$ cat src/rtl/fp_sign_align_pkg.sv
// fp_sign_align_pkg
//   Shared constants and helpers for the float sign-alignment stage and the
//   mismatch detector that reads its output.
//   - FP_N / FP_SIGN_BIT : float word width and sign bit position
//   - SIGN_MATCH / SIGN_OPPOSE : mode encodings
//   - FP_ONE : +1.0f, handy for benches
//   - occ_e : output buffer occupancy
//   - sign_mismatch() : the single sign-XOR definition used on both ends
package fp_sign_align_pkg;

  localparam int FP_N        = 32;
  localparam int FP_SIGN_BIT = FP_N - 1;

  localparam logic SIGN_MATCH  = 1'b0;
  localparam logic SIGN_OPPOSE = 1'b1;

  localparam logic [31:0] FP_ONE = 32'h3F80_0000;

  typedef enum logic [1:0] {
    OCC_EMPTY = 2'd0,
    OCC_ONE   = 2'd1,
    OCC_FULL  = 2'd2
  } occ_e;

  // The mismatch detector downstream uses this same function, so the
  // producer and the checker can never disagree on what "mismatch" means.
  function automatic logic sign_mismatch(input logic sign_a, input logic sign_b);
    return sign_a ^ sign_b;
  endfunction

endpackage

$ cat src/rtl/fp_sign_align_if.sv
// fp_sign_align_if
//   Streaming bus of the sign-alignment stage.
//   Input side : in_valid/in_ready handshake carrying in_ref, in_val, in_mode
//   Output side: out_valid/out_ready handshake carrying out_data, out_flipped
//   modport master : the producer/consumer environment around the stage
//   modport slave  : the stage itself
interface fp_sign_align_if
  import fp_sign_align_pkg::*;
#(
  parameter int N = FP_N
);

  logic         in_valid;
  logic         in_ready;
  logic [N-1:0] in_ref;
  logic [N-1:0] in_val;
  logic         in_mode;
  logic         out_valid;
  logic         out_ready;
  logic [N-1:0] out_data;
  logic         out_flipped;

  modport master (
    output in_valid, in_ref, in_val, in_mode, out_ready,
    input  in_ready, out_valid, out_data, out_flipped
  );

  modport slave (
    input  in_valid, in_ref, in_val, in_mode, out_ready,
    output in_ready, out_valid, out_data, out_flipped
  );

endinterface

$ cat src/rtl/fp_sign_force.sv
// fp_sign_force
//   Combinational sign forcing of one float against a reference.
//   ref_word : reference float (only its sign is used)
//   val_word : float to align
//   mode     : SIGN_MATCH = take the reference sign, SIGN_OPPOSE = take its inverse
//   aligned  : val_word with the sign bit forced, all other bits untouched
//   flip     : 1 when the forced sign differs from val_word's own sign
module fp_sign_force
  import fp_sign_align_pkg::*;
#(
  parameter int N = FP_N
) (
  input  logic [N-1:0] ref_word,
  input  logic [N-1:0] val_word,
  input  logic         mode,
  output logic [N-1:0] aligned,
  output logic         flip
);

  logic mismatch;
  logic unused_ref_bits;

  assign unused_ref_bits = ^ref_word[N-2:0];

  // A flip is needed when the current sign relation differs from the one
  // the mode asks for. Zero, denormals, Inf and NaN go through unchanged
  // apart from the sign bit.
  always_comb begin
    mismatch = sign_mismatch(ref_word[N-1], val_word[N-1]);
    flip     = mismatch ^ (mode == SIGN_OPPOSE);
    aligned  = {val_word[N-1] ^ flip, val_word[N-2:0]};
  end

endmodule

$ cat src/rtl/fp_sign_align.sv
// fp_sign_align
//   Streaming stage that forces the sign of each float to match or oppose a
//   reference sign, buffers the result in a 2-entry FIFO and counts flips.
//   clk        : system clock
//   rst        : synchronous active-high reset
//   clr        : synchronous clear of flip_count (wins over an increment)
//   bus        : slave side of fp_sign_align_if (input pair / aligned output)
//   flip_count : saturating count of accepted pairs whose sign was flipped
module fp_sign_align
  import fp_sign_align_pkg::*;
#(
  parameter int N  = FP_N,
  parameter int CW = 16
) (
  input  logic                clk,
  input  logic                rst,
  input  logic                clr,
  fp_sign_align_if.slave      bus,
  output logic [CW-1:0]       flip_count
);

  localparam logic [CW-1:0] CNT_MAX = '1;

  occ_e         occ;
  logic [N-1:0] head_data;
  logic         head_flip;
  logic [N-1:0] spare_data;
  logic         spare_flip;

  logic [N-1:0] new_data;
  logic         new_flip;
  logic         push;
  logic         pop;

  fp_sign_force #(.N(N)) u_force (
    .ref_word (bus.in_ref),
    .val_word (bus.in_val),
    .mode     (bus.in_mode),
    .aligned  (new_data),
    .flip     (new_flip)
  );

  // Ready depends only on registered occupancy (and rst), never on out_ready.
  assign bus.in_ready    = (occ != OCC_FULL) && !rst;
  assign bus.out_valid   = (occ != OCC_EMPTY);
  assign bus.out_data    = head_data;
  assign bus.out_flipped = head_flip;

  assign push = bus.in_valid && bus.in_ready;
  assign pop  = bus.out_valid && bus.out_ready;

  // Head register always holds the oldest entry; the spare register only
  // fills when a push arrives while the head is occupied and not leaving.
  always_ff @(posedge clk) begin
    if (rst) begin
      occ        <= OCC_EMPTY;
      head_data  <= '0;
      head_flip  <= 1'b0;
      spare_data <= '0;
      spare_flip <= 1'b0;
    end else begin
      case (occ)
        OCC_EMPTY: begin
          if (push) begin
            head_data <= new_data;
            head_flip <= new_flip;
            occ       <= OCC_ONE;
          end
        end
        OCC_ONE: begin
          if (push && pop) begin
            head_data <= new_data;
            head_flip <= new_flip;
          end else if (push) begin
            spare_data <= new_data;
            spare_flip <= new_flip;
            occ        <= OCC_FULL;
          end else if (pop) begin
            occ <= OCC_EMPTY;
          end
        end
        OCC_FULL: begin
          if (pop) begin
            head_data <= spare_data;
            head_flip <= spare_flip;
            occ       <= OCC_ONE;
          end
        end
        default: occ <= OCC_EMPTY;
      endcase
    end
  end

  // Flip counter: clr beats a same-cycle increment; the count sticks at max.
  always_ff @(posedge clk) begin
    if (rst || clr) begin
      flip_count <= '0;
    end else if (push && new_flip && (flip_count != CNT_MAX)) begin
      flip_count <= flip_count + 1'b1;
    end
  end

endmodule

$ cat src/flat_wrapper.sv
// flat-port wrapper written by rule: the top's interface ports become plain ports
module fp_sign_align_flat import fp_sign_align_pkg::*;
#(
  parameter int N  = FP_N,
  parameter int CW = 16
)
  (clk, rst, clr, flip_count, bus_in_valid, bus_in_ref, bus_in_val, bus_in_mode, bus_out_ready, bus_in_ready, bus_out_valid, bus_out_data, bus_out_flipped);
  fp_sign_align_if #(.N(N)) bus_i ();
  input  logic clk;
  input  logic rst;
  input  logic clr;
  output logic [CW-1:0] flip_count;
  input wire logic [$bits(bus_i.in_valid)-1:0] bus_in_valid;
  input wire logic [$bits(bus_i.in_ref)-1:0] bus_in_ref;
  input wire logic [$bits(bus_i.in_val)-1:0] bus_in_val;
  input wire logic [$bits(bus_i.in_mode)-1:0] bus_in_mode;
  input wire logic [$bits(bus_i.out_ready)-1:0] bus_out_ready;
  output wire logic [$bits(bus_i.in_ready)-1:0] bus_in_ready;
  output wire logic [$bits(bus_i.out_valid)-1:0] bus_out_valid;
  output wire logic [$bits(bus_i.out_data)-1:0] bus_out_data;
  output wire logic [$bits(bus_i.out_flipped)-1:0] bus_out_flipped;
  assign bus_i.in_valid = bus_in_valid;
  assign bus_i.in_ref = bus_in_ref;
  assign bus_i.in_val = bus_in_val;
  assign bus_i.in_mode = bus_in_mode;
  assign bus_i.out_ready = bus_out_ready;
  assign bus_in_ready = bus_i.in_ready;
  assign bus_out_valid = bus_i.out_valid;
  assign bus_out_data = bus_i.out_data;
  assign bus_out_flipped = bus_i.out_flipped;
  fp_sign_align #(.N(N), .CW(CW)) u_core (.clk(clk), .rst(rst), .clr(clr), .bus(bus_i), .flip_count(flip_count));
endmodule
$ cat config.mk
export PLATFORM = sky130hd
export DESIGN_NAME = fp_sign_align_flat
export DESIGN_NICKNAME = d
export VERILOG_FILES = /design/src/rtl/fp_sign_align_pkg.sv /design/src/rtl/fp_sign_align_if.sv /design/src/rtl/fp_sign_force.sv /design/src/rtl/fp_sign_align.sv /design/src/flat_wrapper.sv
export SDC_FILE = /design/constraint.sdc
export NUM_CORES = 1
export LEC_CHECK = 0
export CAP_MARGIN = 20
export CORE_MARGIN = 8
export CORE_UTILIZATION = 46
export CTS_CLUSTER_SIZE = 14
export DETAILED_ROUTE_END_ITERATION = 16
export PLACE_DENSITY = 0.86
export SETUP_SLACK_MARGIN = 0.5
export SYNTH_ARGS = -nofsm -noshare
export SYNTH_HDL_FRONTEND = slang
export SYNTH_SLANG_ARGS = --single-unit
$ cat constraint.sdc
create_clock -name clk -period 2.5 [get_ports clk]
set_input_delay 0.375 -clock clk [delete_from_list [all_inputs] [get_ports clk]]
set_output_delay 0.375 -clock clk [all_outputs]
set_load 0.02 [all_outputs]
==> summary.md <==
| Metric | Value |
|---|---|
| Register area share after synthesis | `0.468` |
| Hpwl dp | `slightly below 7000 µm` |
| Design area | `4830 µm²` |
| CP endpoint kind | `register` |
| P_sw | `0.766 mW` |
| Syn Area/Cell | `7.95 µm²` |
| Placed Instance Area | `4610 µm²` |
| Vias | `3,523` |
| Number of global-route vias before repair | `3,445` |
| Layout net count | `about 600` |
| Area growth syn-to-layout | `34.2%` |
| Fin cells | `between 600 and 700` |
| Io pins | `121` |
| Clock power frac | `0.347` |
| Post-route setup slack | `0.549 ns` |
| DR vias/cell | `5.53` |
| Combinational power share | `0.149` |
| Sink Count | `84` |
| Reg2reg path depth | `5` |
| Reg-to-reg slack, setup | `0.57 ns` |
| Num CTS Buffers | `9` |
| RR Startpoint | `u_core.flip_count[0]$_SDFFE_PP0P_` |
| PwrDens | `slightly below 600 nW/µm²` |
| Sum of negative setup slack | `0 ns` |
| Max Fclk | `just over 500 MHz` |
| CP arrival | `2.23 ns` |
| P_leak | `about 1.6 nW` |
| Root Driver | `clkbuf_8` |
| RSZ-0062 raised after global routing | `false` |
| Worst-Margin Slew | `0.410 ns` |
| DR WL/cell | `15.7 µm` |
| Layout Utilization | `0.631` |
| DRC | `0` |
| CP Launch Type | `primary input` |
| Core region area | `7650 µm²` |
| EDFF count, synth | `0` |
| Max VDD drop | `approximately 370 µV` |
| Flops & latches, synth | `84` |
| Max Buffers Root-to-Sink | `2` |
| Die H | `104 µm` |
| YS warnings | `0` |
| Post-Place Setup Slack | `0.194 ns` |
| Max FO, Critical Path | `12` |
| Worst Hold End | `u_core.occ[0]$_SDFFE_PP0P_` |
| Hold WC Path Type | `primary input to register` |
| DR iter-0 viols | `approximately 290` |
| Critical path class | `primary input to register` |
| Syn Nets | `523` |
| CTS clk-pin slew, worst paths | `0.09 ns` |
| Ant diodes | `0` |
| Clock period minus worst slack | `1.95 ns` |
| Setup-failing EPs final | `0` |
| Die area | `10,900 µm²` |
| Hold path start | `rst` |
| Clk_skew | `0.0105 ns` |
| Postcts setup bufs | `0` |
| Final Cycle Share | `0.780` |
| Mapped Cells | `452` |
| Dominant synthesized flop cell | `dfxtp_1` |
| Total power | `around 2.8 mW` |
| Count of unique library cells instantiated by Yosys | `37` |
| Final-report hold violation count | `0` |
| Grt ovf | `0` |
| Tot GR Track Use | `0.176` |
| Layout cell share with drive strength beyond 1 | `0.0841` |
| First-pass GRT wire length | `approximately 16,000 µm` |
| Initial core utilization | `0.470` |
| Seq pwr share | `0.503` |
| Synth Cell Area | `3590 µm²` |
| Worst path required time | `about 2.8 ns` |
| Max-Cap Viols | `0` |
| Internal Dissipation | `around 2.1 mW` |
| Sw Share | `0.271` |
| Slew headroom | `0.724` |
| RR Endpoint | `u_core.flip_count[14]$_SDFFE_PP0P_` |
| Port bufs | `roughly 90` |
| CTS tree | `built` |
| Largest net degree at the start of global routing | `66` |
| DR pass1 iterations | `5` |
| Final Wtd Congestion | `0.864` |
| Die width | `between 100 and 150 µm` |
| Skew-Pair Late Insertion Delay | `0.34 ns` |
| Async SR Flop Fraction | `0` |
| Post-route ant nets | `0` |
| Fin Hold WS | `0.275 ns` |
| Worst hold stages | `2` |
| Run status | `complete, no violations` |
| Initial antenna violation count | `0` |
| H-tree levels | `3` |
| Slew Viols, Final | `0` |
| DP Cell Count | `roughly 620` |
| Row count | `32` |
| Drt total wl | `10,000 µm` |
power by group through the flow:
| stage | Clock, mW | Sequential, mW | Combinational [mW] |
|---|---|---|---|
| after floorplan | 0 | 1.50 | 0.164 |
| after global placement | 0 | 1.45 | 0.415 |
| after detailed placement | 0 | 1.46 | 0.426 |
| after CTS | 0.998 | 1.43 | 0.427 |
| after global routing | 1.06 | 1.43 | 0.455 |
| final | 0.984 | 1.42 | 0.423 |
sequential cells by signal (all words and copies together) (netlist names):
register                cells
u_core.spare_flip           1
u_core.spare_data          32
u_core.occ                  2
u_core.flip_count          16
u_core.bus.out_flipped      1
u_core.bus.out_data        32
logic make-up (layout without fill, tap and decap cells):
kind of cell,count (synthesis),count (layout),share of synthesized area
AOI/OAI and AO/OA,96,96,0.180
adders and majority gates,1,1,0.00348
DFF,84,84,0.468
xor gates and xnor gates,2,2,0.00940
muxes,6,6,0.0167
buffers and inverters,38,121,0.0421
and+or+nand+nor,225,225,0.281
layout make-up:
cell class | count | area [µm²]
multi-input cells | 330 | 1790
fillers | 652 | 2820
flip-flops and latches | 84 | 1690
well taps | 102 | 128
clock inverters | 6 | 72.6
clock buffers | 10 | 128
inverters | 3 | 11.3
repair buffers | 102 | 1010
cell usage after synthesis, drive strengths merged, types with 2 or more instances:
| library cell | instances | area, µm² |
|---|---|---|
| a211oi | 2 | 15.0 |
| a21oi | 44 | 220 |
| a311oi | 32 | 280 |
| and3 | 3 | 18.8 |
| buf | 12 | 53.8 |
| clkbuf | 23 | 86.3 |
| dfxtp | 84 | 1680 |
| inv | 3 | 11.3 |
| mux2i | 6 | 60.1 |
| nand2 | 133 | 499 |
| nand2b | 3 | 18.8 |
| nand3 | 8 | 45.0 |
| nand3b | 3 | 22.5 |
| nand4 | 9 | 62.6 |
| nor2 | 37 | 139 |
| nor2b | 3 | 18.8 |
| nor3 | 2 | 10.0 |
| nor4 | 2 | 18.8 |
| o21ai | 4 | 20.0 |
| o31ai | 10 | 75.1 |
| or2 | 3 | 18.8 |
| or3 | 7 | 48.8 |
| or4 | 11 | 82.6 |
how the worst max path moves through the flow:
stage,startpoint,endpoint,slack (ns),cells after the start
2_1_floorplan,u_core.flip_count[0]$_SDFFE_PP0P_,u_core.flip_count[14]$_SDFFE_PP0P_,0.55,5
3_3_place_gp,bus_in_val[31],u_core.flip_count[8]$_SDFFE_PP0P_,0.24,6
3_5_place_dp,bus_in_val[31],u_core.flip_count[3]$_SDFFE_PP0P_,0.19,6
4_1_cts,u_core.occ[1]$_SDFFE_PP0P_,bus_out_valid,0.52,2
5_1_grt,bus_in_val[31],u_core.flip_count[4]$_SDFFE_PP0P_,0.50,6
6_report,bus_in_val[31],u_core.flip_count[3]$_SDFFE_PP0P_,0.55,6
layer usage:
layer / track usage / wire length, µm
met5: 0 / 0
met4: 0.0672 / 133
met3: 0.0390 / 591
met2: 0.313 / 5220
met1: 0.200 / 4080
cells in the final DEF, fill, tap and decap left out, types with 6 or more instances in the layout:
master	synthesis	routed
buf_4	0	11
dfxtp_1	84	80
or4_1	11	11
nand4_1	8	8
or3_1	6	6
nand2_1	133	133
clkbuf_8	0	9
o31ai_1	10	9
a311oi_1	32	32
a21oi_1	44	44
clkdlybuf4s50_1	0	86
nand3_1	7	7
mux2i_1	6	6
nor2_1	37	37
worst max-delay path, cell delays in order:
cell             delay, ns
clkdlybuf4s50_1       0.40
xor3_2                0.48
nand3_2               0.10
buf_4                 0.19
or4_1                 0.52
a21oi_1               0.16
what timing repair did:
action	4_1_cts	5_1_grt
endpoints found under the setup margin	4	2
endpoints found under the hold margin	0	0
hold buffers	0	0
gates resized for setup	5	4
(Power assumes the default switching activity.)
